==> src/rtl/conv_word_sched_if.sv <==
// Word-source and serializer-side signals of the round-robin word scheduler.
// The master modport is the scheduler side and the slave modport is its environment.
interface conv_word_sched_if #(
    parameter int NREQ = 4
) ();
    logic [NREQ-1:0]    req_valid;
    logic [32*NREQ-1:0] req_data;
    logic [NREQ-1:0]    req_ack;
    logic [31:0]        conv_data;
    logic               conv_valid;
    logic [2:0]         conv_sel;
    logic [1:0]         byte_idx;
    logic               busy;

    modport master (
        input  req_valid, req_data,
        output req_ack, conv_data, conv_valid, conv_sel, byte_idx, busy
    );

    modport slave (
        output req_valid, req_data,
        input  req_ack, conv_data, conv_valid, conv_sel, byte_idx, busy
    );
endinterface

==> src/rtl/conv_word_sched.sv <==
// Round-robin scheduler feeding 32-bit words to a 32-to-8 serializer; IDLE_FILL_EN enables idle fill words.
// Latency: request seen in IDLE is acked and presented at byte_idx 0 on the next cycle; one word per 4 cycles.
// Backpressure: none downstream; requesters hold req_valid until a one-cycle req_ack pulse.
module conv_word_sched #(
    parameter int          NREQ      = 4,
    parameter logic [31:0] IDLE_WORD = 32'hBCBC_BCBC
) (
    input  logic          clk_4f,
    input  logic          reset,
    conv_word_sched_if.master bus
);

`ifdef IDLE_FILL_EN
    localparam bit FILL_EN = 1'b1;
`else
    localparam bit FILL_EN = 1'b0;
`endif

    localparam logic [0:0] S_IDLE = 1'b0;
    localparam logic [0:0] S_SEND = 1'b1;

    logic [0:0]      state_q, state_d;
    logic [2:0]      last_q, last_d;
    logic [31:0]     conv_data_q, conv_data_d;
    logic            conv_valid_q, conv_valid_d;
    logic [2:0]      conv_sel_q, conv_sel_d;
    logic [1:0]      byte_idx_q, byte_idx_d;
    logic [NREQ-1:0] req_ack_q, req_ack_d;
    logic            busy_q, busy_d;

    logic            found_hi, found_lo, found;
    logic [2:0]      win_hi, win_lo, win;
    logic [31:0]     win_data;
    logic            arb;

    // Round-robin: lowest requester above last wins, else lowest at or below last.
    always_comb begin
        found_hi = 1'b0;
        found_lo = 1'b0;
        win_hi   = '0;
        win_lo   = '0;
        for (int i = NREQ - 1; i >= 0; i--) begin
            if (bus.req_valid[i]) begin
                if (3'(i) > last_q) begin
                    found_hi = 1'b1;
                    win_hi   = 3'(i);
                end else begin
                    found_lo = 1'b1;
                    win_lo   = 3'(i);
                end
            end
        end
        found = found_hi | found_lo;
        win   = found_hi ? win_hi : win_lo;
        win_data = '0;
        for (int i = 0; i < NREQ; i++) begin
            if (win == 3'(i)) begin
                win_data = bus.req_data[32*i +: 32];
            end
        end
    end

    always_comb begin
        state_d      = state_q;
        last_d       = last_q;
        conv_data_d  = conv_data_q;
        conv_valid_d = conv_valid_q;
        conv_sel_d   = conv_sel_q;
        byte_idx_d   = byte_idx_q;
        req_ack_d    = '0;
        busy_d       = busy_q;

        arb = (state_q == S_IDLE) || (byte_idx_q == 2'd3);

        if (state_q == S_SEND && byte_idx_q != 2'd3) begin
            byte_idx_d = byte_idx_q + 2'd1;
        end

        if (arb) begin
            if (found) begin
                conv_data_d  = win_data;
                conv_sel_d   = win;
                conv_valid_d = 1'b1;
                byte_idx_d   = 2'd0;
                last_d       = win;
                req_ack_d    = {{(NREQ-1){1'b0}}, 1'b1} << win;
                state_d      = S_SEND;
                busy_d       = 1'b1;
            end else if (FILL_EN) begin
                // Fill keeps the serializer stream continuous without touching fairness.
                conv_data_d  = IDLE_WORD;
                conv_sel_d   = 3'b111;
                conv_valid_d = 1'b1;
                byte_idx_d   = 2'd0;
                state_d      = S_SEND;
                busy_d       = 1'b1;
            end else begin
                conv_data_d  = '0;
                conv_sel_d   = '0;
                conv_valid_d = 1'b0;
                byte_idx_d   = 2'd0;
                state_d      = S_IDLE;
                busy_d       = 1'b0;
            end
        end
    end

    always_ff @(posedge clk_4f) begin
        if (reset) begin
            state_q      <= S_IDLE;
            last_q       <= 3'(NREQ - 1);
            conv_data_q  <= '0;
            conv_valid_q <= 1'b0;
            conv_sel_q   <= '0;
            byte_idx_q   <= '0;
            req_ack_q    <= '0;
            busy_q       <= 1'b0;
        end else begin
            state_q      <= state_d;
            last_q       <= last_d;
            conv_data_q  <= conv_data_d;
            conv_valid_q <= conv_valid_d;
            conv_sel_q   <= conv_sel_d;
            byte_idx_q   <= byte_idx_d;
            req_ack_q    <= req_ack_d;
            busy_q       <= busy_d;
        end
    end

    assign bus.req_ack    = req_ack_q;
    assign bus.conv_data  = conv_data_q;
    assign bus.conv_valid = conv_valid_q;
    assign bus.conv_sel   = conv_sel_q;
    assign bus.byte_idx   = byte_idx_q;
    assign bus.busy       = busy_q;

endmodule
==> src/flat_wrapper.sv <==
// flat-port wrapper written by rule: the top's interface ports become plain ports
module conv_word_sched_flat 
#(
    parameter int          NREQ      = 4,
    parameter logic [31:0] IDLE_WORD = 32'hBCBC_BCBC
)
  (clk_4f, reset, bus_req_valid, bus_req_data, bus_req_ack, bus_conv_data, bus_conv_valid, bus_conv_sel, bus_byte_idx, bus_busy);
  conv_word_sched_if #(.NREQ(NREQ)) bus_i ();
  input  logic clk_4f;
  input  logic reset;
  input wire logic [$bits(bus_i.req_valid)-1:0] bus_req_valid;
  input wire logic [$bits(bus_i.req_data)-1:0] bus_req_data;
  output wire logic [$bits(bus_i.req_ack)-1:0] bus_req_ack;
  output wire logic [$bits(bus_i.conv_data)-1:0] bus_conv_data;
  output wire logic [$bits(bus_i.conv_valid)-1:0] bus_conv_valid;
  output wire logic [$bits(bus_i.conv_sel)-1:0] bus_conv_sel;
  output wire logic [$bits(bus_i.byte_idx)-1:0] bus_byte_idx;
  output wire logic [$bits(bus_i.busy)-1:0] bus_busy;
  assign bus_i.req_valid = bus_req_valid;
  assign bus_i.req_data = bus_req_data;
  assign bus_req_ack = bus_i.req_ack;
  assign bus_conv_data = bus_i.conv_data;
  assign bus_conv_valid = bus_i.conv_valid;
  assign bus_conv_sel = bus_i.conv_sel;
  assign bus_byte_idx = bus_i.byte_idx;
  assign bus_busy = bus_i.busy;
  conv_word_sched #(.NREQ(NREQ), .IDLE_WORD(IDLE_WORD)) u_core (.clk_4f(clk_4f), .reset(reset), .bus(bus_i));
endmodule
==> config.mk <==
export PLATFORM = sky130hd
export DESIGN_NAME = conv_word_sched_flat
export DESIGN_NICKNAME = d
export VERILOG_FILES = /design/src/rtl/conv_word_sched_if.sv /design/src/rtl/conv_word_sched.sv /design/src/flat_wrapper.sv
export SDC_FILE = /design/constraint.sdc
export NUM_CORES = 1
export LEC_CHECK = 0
export CAP_MARGIN = 15
export CORE_MARGIN = 1.5
export CORE_UTILIZATION = 32
export CTS_CLUSTER_DIAMETER = 80
export DETAILED_ROUTE_END_ITERATION = 7
export PLACE_DENSITY_LB_ADDON = 0.08
export RECOVER_POWER = 25
export SYNTH_ARGS = -nofsm -noshare
export SYNTH_HDL_FRONTEND = slang
export SYNTH_SLANG_ARGS = --single-unit
==> constraint.sdc <==
create_clock -name clk_4f -period 1.7 [get_ports clk_4f]
set_input_delay 0.51 -clock clk_4f [delete_from_list [all_inputs] [get_ports clk_4f]]
set_output_delay 0.51 -clock clk_4f [all_outputs]
set_load 0.01 [all_outputs]
==> results by group, run 1 <==
Status
  – Outcome: finished clean

Worst setup path
  – Worst path depth: 1
  – WP data required: 1.19 ns
  – Data arrival time at the worst-slack endpoint: around 1.2 ns
  – CP endpoint kind: output pin
  – Critical path's top delay family: buffers and inverters
  – Worst setup SP type: flop
  – Buf+Inv Stages, Crit Path: 1
  – WS Path Type: flop to output pin
  – Worst R2R Path Depth: 6
  – CP Max Fanout: 1
  – CP max-delay cell: clkdlybuf4s50_1
  – CP max stage delay: 0.54 ns
  – Cell Chain, Critical Path: clkdlybuf4s50_1

Final layout
  – Commonest non-fill, non-tap cell in the layout: clkdlybuf4s50_1
  – Fraction of layout cells with a size suffix above 1: 24.0%
  – Area Growth Syn to Fin: 97.4%
  – Fillers: 670
  – Fin nets: between 600 and 700
  – Most frequent cells in the layout: clkdlybuf4s50_1 (129), buf_4 (42), dfxtp_1 (40)
  – Fin util: 65.1%
  – Antenna diodes: 0

CTS
  – Htree depth: 2
  – Clock root buffer master: clkbuf_8
  – CTS Sinks: 43
  – CTS tree: built
  – Worst-path clk slew: roughly 0.09 ns
  – Num CTS Buffers: 5
  – Worst-skew pair later-pin latency: ~0.3 ns
  – Hold bufs inserted after CTS: 0
  – Clock tree buffer depth: 2

Power and ir drop
  – VDD IR-drop max: around 0.37 mV
  – PwrDens: roughly 700 nW/µm²
  – Pleak: between 1.5 and 2 nW
  – Total power: 0.00343 W

Synthesis
  – Netlist Area Pre-Place: about 2500 µm²
  – Yosys cell types: 45
  – Cells after Synth: roughly 280
  – Yosys warning total: 0
  – Net Count, Synth: 418
  – Most used DFF post-synth: dfxtp_1
  – Sequential-to-total area share from yosys stat: 34.0%
  – Synthesized flop and latch total: between 40 and 50
  – Ys async rst share: 0%
  – Synthesized area per cell: 8.96 µm²
  – Post-synth EDFFs: 0

Global route
  – Initial antenna violation count: 0
  – Vias in the first global route: between 3000 and 4000
  – GRT overflow: 0
  – GRT Total Usage: approximately a quarter
  – First-pass GRT wire length: 15900 µm
  – Largest net degree at the start of global routing: 23

Floorplanning
  – Initial core utilization: 33.0%
  – Die height: a little over 90 µm
  – I/O pin count: around 180
  – Core ar.: between 7000 and 8000 µm²
  – Full die area: 8460 µm²
  – Die W: between 90 and 100 µm
  – Row count: 32

Timing
  – Final min period: roughly 1.7 ns
  – RSZ-0062 raised after global routing: yes
  – Final slew viol count: 0
  – FMAX: between 0.6 and 0.7 GHz
  – Endpoints failing hold: 0
  – Final period util: roughly 98%
  – Setup Viol. Count Final: 0
  – Clock skew: 0.00603 ns

Route
  – WL/cell: about 18 µm
  – Remaining antenna violation count: 0
  – Routed wire length: roughly 11000 µm
  – Detailed Routing Iterations Pass 1: 4
  – DRC: 0
  – Initial DRC count: 127
  – Vias per cell: ~5.3
  – Via count: between 3000 and 4000

Placement
  – Placer Congestion: between 0.8 and 0.9
  – Half-perimeter wire length after detailed placement: 7650 µm
  – I/O Buffers: ~180

Worst hold path
  – Worst min-delay path class: flop to flop
  – Hold depth: 2

Run
  – Max-cap violations: 0
[logic make-up (layout without fill, tap and decap cells)]
family                   Yosys count  count (layout)  synth area share (%)
flip-flops                        43              43                  34.0
AND/OR/NAND/NOR                   65              65                  12.9
adder cells (fa/ha/maj)            1               1                 0.494
other                              1               1                 0.148
AO/OA/AOI/OAI                    141             141                  44.9
buffers and inverters             32             240                  7.55
[per-layer routing]
layer,vias to the layer above,track usage (%),part of all wire (%)
met4,0,7.31,1.3
met1,1474,29.9,42
li1,1518,-,-
met3,11,3.81,6.6
met2,122,42.2,50
met5,-,0,0
[report_power, final]
| part | switching [W] | total [W] | internal [W] |
|---|---|---|---|
| registers | 0.0000681 | 0.00118 | 0.00112 |
| logic | 0.000609 | 0.00144 | 0.000833 |
| clock network | 0.000370 | 0.000802 | 0.000432 |
[synthesized netlist by cell type, types with 2 or more instances]
master     count  area (µm²)
nand2b_1       3        18.8
buf_2         15        75.1
o211ai_1       5        37.5
buf_4          6        45.0
nor2_1        23        86.3
or2_2          2        12.5
a221o_1        2        20.0
a41o_1        14         140
nor2b_1        2        12.5
nand2_1       18        67.6
o221ai_1      10        87.6
buf_6          4        45.0
dfxtp_1       43         861
a22oi_1        5        37.5
a2bb2oi_1     12         105
a21oi_1       25         125
clkbuf_1       6        22.5
o21ai_1       11        55.1
o31ai_1       20         150
a22oi_2       16         200
nor3_1         8        40.0
o21ai_0       10        50.1
[sequential cells by signal, indices dropped and copies added (netlist names)]
register and count:
u_core.bus.conv_sel 2, u_core.bus.byte_idx 2, u_core.bus.req_ack 4, u_core.state_q 1, u_core.last_q 2, u_core.bus.conv_data 32
[through the flow]
| stage | setup slack [ns] | instances | instance area, µm² | hold WS, ns | setup TNS (ns) |
|---|---|---|---|---|---|
| global placement | -0.645 | 581 | 4750 | 0.433 | -23.58 |
| floorplan | 0.00788 | 283 | 2540 | 0.471 | 0 |
| detailed placement | -0.677 | 581 | 4750 | 0.440 | -24.44 |
| CTS | 0.000258 | 590 | 4880 | 0.448 | 0 |
| global route | -0.0751 | 593 | 5000 | 0.469 | -0.201 |
| finish | 0.0343 | 593 | 5000 | 0.444 | 0 |
[layout make-up]
type	instances	area, µm²	area share, %
clock inverters	1	30.0	0.600
well taps	102	128	2.55
inverters	1	3.75	0.0750
repair buffers	232	2300	46.0
flip-flops and latches	43	867	17.3
multi-input cells	208	1600	32.0
clock buffers	6	72.6	1.45
[path summary, 6_finish.rpt]
check                                 from                  endpoint  slack [ns]
hold / removal    u_core.bus.conv_data[14]  u_core.bus.conv_data[14]        0.44
setup reg to reg          u_core.last_q[0]  u_core.bus.conv_data[30]        0.04
setup / recovery     u_core.bus.req_ack[2]            bus_req_ack[2]        0.03
hold reg to reg   u_core.bus.conv_data[14]  u_core.bus.conv_data[14]        0.44
[timing repair]
action / CTS / global route
gates resized for setup: 55 / 43
setup buffers: 2 / 1
cloned: 0 / 3
endpoints found under the hold margin: 0 / 0
setup endpoints to repair: 69 / 46
pin swaps: 3 / 9
Power figures use the tool's default switching activity.
==> run 2, diff against run 1 <==
clock period = 1.5 ns   (was 1.7 ns; I/O delays follow)
==> run 2 against run 1 <==
  * The run now ends with negative setup slack left
  * Power grew 27%
  * Non-clock buffer count grew 29
  * Sequential share of layout area shrank 2.0 points
  * Register-to-register slack lost 0.29 ns
  * First-iteration DRC count grew 22%
  * Critical path depth grew 6
  * Final cell count grew 5.2%
  * Critical endpoint is now u_core.bus.conv_data[25]
  * Largest power group unchanged
  * Highest routed layer unchanged
==> results by group, run 2 (synthesized netlist as in run 1, its figures left out) <==
Placement
  – I/O Buffers: between 150 and 200
  – Placer Congestion: 0.836
  – Half-perimeter wire length after detailed placement: 7670 µm

Route
  – Vias per cell: 5.40
  – WL/cell: between 15 and 20 µm
  – Via count: 3371
  – Remaining antenna violation count: 0
  – Routed wire length: between 10000 and 15000 µm
  – Detailed Routing Iterations Pass 1: 4
  – DRC: 0
  – Initial DRC count: between 150 and 200

Global route
  – Largest net degree at the start of global routing: 21
  – GRT Total Usage: about a quarter
  – GRT overflow: 0
  – First-pass GRT wire length: about 18000 µm
  – Initial antenna violation count: 0
  – Vias in the first global route: around 3400

Power and ir drop
  – VDD IR-drop max: 0.439 mV
  – Total power: 0.00436 W
  – Pleak: between 2 and 2.5 nW
  – PwrDens: between 700 and 800 nW/µm²

Timing
  – Final setup TNS: -4.77 ns
  – RSZ-0062 raised after global routing: yes
  – Final slew viol count: 0
  – Final period util: 117%
  – Setup Viol. Count Final: 35
  – Endpoints failing hold: 0
  – FMAX: roughly 0.57 GHz
  – Final min period: roughly 1.8 ns
  – Clock skew: around 0.011 ns
  – Final WS setup: -0.252 ns

Final layout
  – Most frequent cells in the layout: clkdlybuf4s50_1 (128), buf_4 (46), dlygate4sd2_1 (40), dfxtp_1 (40), buf_6 (23)
  – Fillers: 580
  – Register area: around 870 µm²
  – Antenna diodes: 0
  – Flip-flop count of the largest register after layout: 32
  – Fin util: about three quarters
  – Fin nets: around 660
  – Area Growth Syn to Fin: 123%
  – Multi-input logic area: around 1900 µm²
  – Commonest non-fill, non-tap cell in the layout: clkdlybuf4s50_1
  – Fraction of layout cells with a size suffix above 1: a little over a third

Floorplanning
  – Full die area: roughly 8500 µm²
  – Row count: 32
  – Die height: between 90 and 100 µm
  – I/O pin count: 177
  – Die W: about 92 µm
  – Initial core utilization: around a third
  – Core ar.: just under 8000 µm²

Run
  – Max-cap violations: 0

Worst setup path
  – CP endpoint kind: flop
  – WP data required: roughly 1.7 ns
  – Data arrival time at the worst-slack endpoint: a little under 2 ns
  – WS Path Type: flop to flop
  – CP Max Fanout: 6
  – Worst setup SP type: flop

CTS
  – Worst-skew pair later-pin latency: 0.30 ns
  – Worst-path clk slew: 0.09 ns
  – CTS Sinks: between 40 and 50
  – Num CTS Buffers: 5
  – Clock tree buffer depth: 2
  – Clock root buffer master: clkbuf_8
  – CTS tree: built
  – Htree depth: 2

Status
  – Failing checks: negative setup slack
  – Outcome: complete, but fails checks

Worst hold path
  – Worst min-delay path class: flop to flop
run 2: changes by cell type in the layout (fill, tap and decap cells not counted), sizes merged, moves of 2 or more:
cell	previous run	this run
dlygate4sd2	29	40
clkdlybuf4s25	11	0
clkdlybuf4s15	0	2
buf	58	87
run 2: repair_timing:
| item | CTS | global route |
|---|---|---|
| setup buffers | 22 | 14 |
| pin swaps | 32 | 33 |
| gates cloned | 5 | 4 |
| endpoints found under the setup margin | 82 | 39 |
| hold buffers | 0 | 0 |
| resized for setup | 116 | 59 |
run 2: worst max-delay path, stage by stage (launching register included):
cell       delay [ns]
dfxtp_4          0.38
buf_6            0.12
nor2b_4          0.20
o221a_4          0.34
buf_6            0.17
nor2_2           0.04
a2bb2oi_2        0.15
o31ai_2          0.25
run 2: power by group:
group / leakage (nW) / switching (W) / total [W] / internal (W)
Clock: 0.0612 / 0.000445 / 0.000985 / 0.000540
Combinational: 1.89 / 0.000873 / 0.00204 / 0.00116
Sequential: 0.355 / 0.0000761 / 0.00134 / 0.00126
run 2: through the flow:
stage | cells | hold WS, ns | worst slack (ns) | cell area, µm²
CTS | 614 | 0.448 | -0.237 | 5380
finish | 624 | 0.442 | -0.252 | 5660
global route | 624 | 0.466 | -0.303 | 5660
detailed placement | 580 | 0.440 | -0.854 | 4820
floorplan | 283 | 0.471 | -0.0579 | 2670
global placement | 580 | 0.435 | -0.789 | 4820
run 2: worst paths after layout:
path	cells past startpoint	end	from	slack, ns
setup / recovery	7	u_core.bus.conv_data[25]	u_core.last_q[0]	-0.25
hold / removal	2	u_core.bus.conv_data[20]	u_core.bus.conv_data[20]	0.44
setup reg to reg	7	u_core.bus.conv_data[25]	u_core.last_q[0]	-0.25
hold reg to reg	2	u_core.bus.conv_data[20]	u_core.bus.conv_data[20]	0.44
run 2: layout make-up:
class / count / share of cell area [%]
clock buffer: 6 / 1.46
sequential: 43 / 15.4
tap: 102 / 2.26
clock inverter: 2 / 0.619
multi-input combinational: 209 / 33.3
timing repair buffer: 261 / 46.9
inverter: 1 / 0.0664
run 2: per-layer routing:
layer	global-route usage, %	share of wire, %
met1	31.5	39
met2	48.1	52
met3	5.14	7.0
met4	7.18	1.4
met5	0	0
==> run 3, diff against run 2 <==
ABC_AREA = 0   (was default)
==> results of run 3 <==
The final DEF is identical to that of run 2; final timing and power are the same.
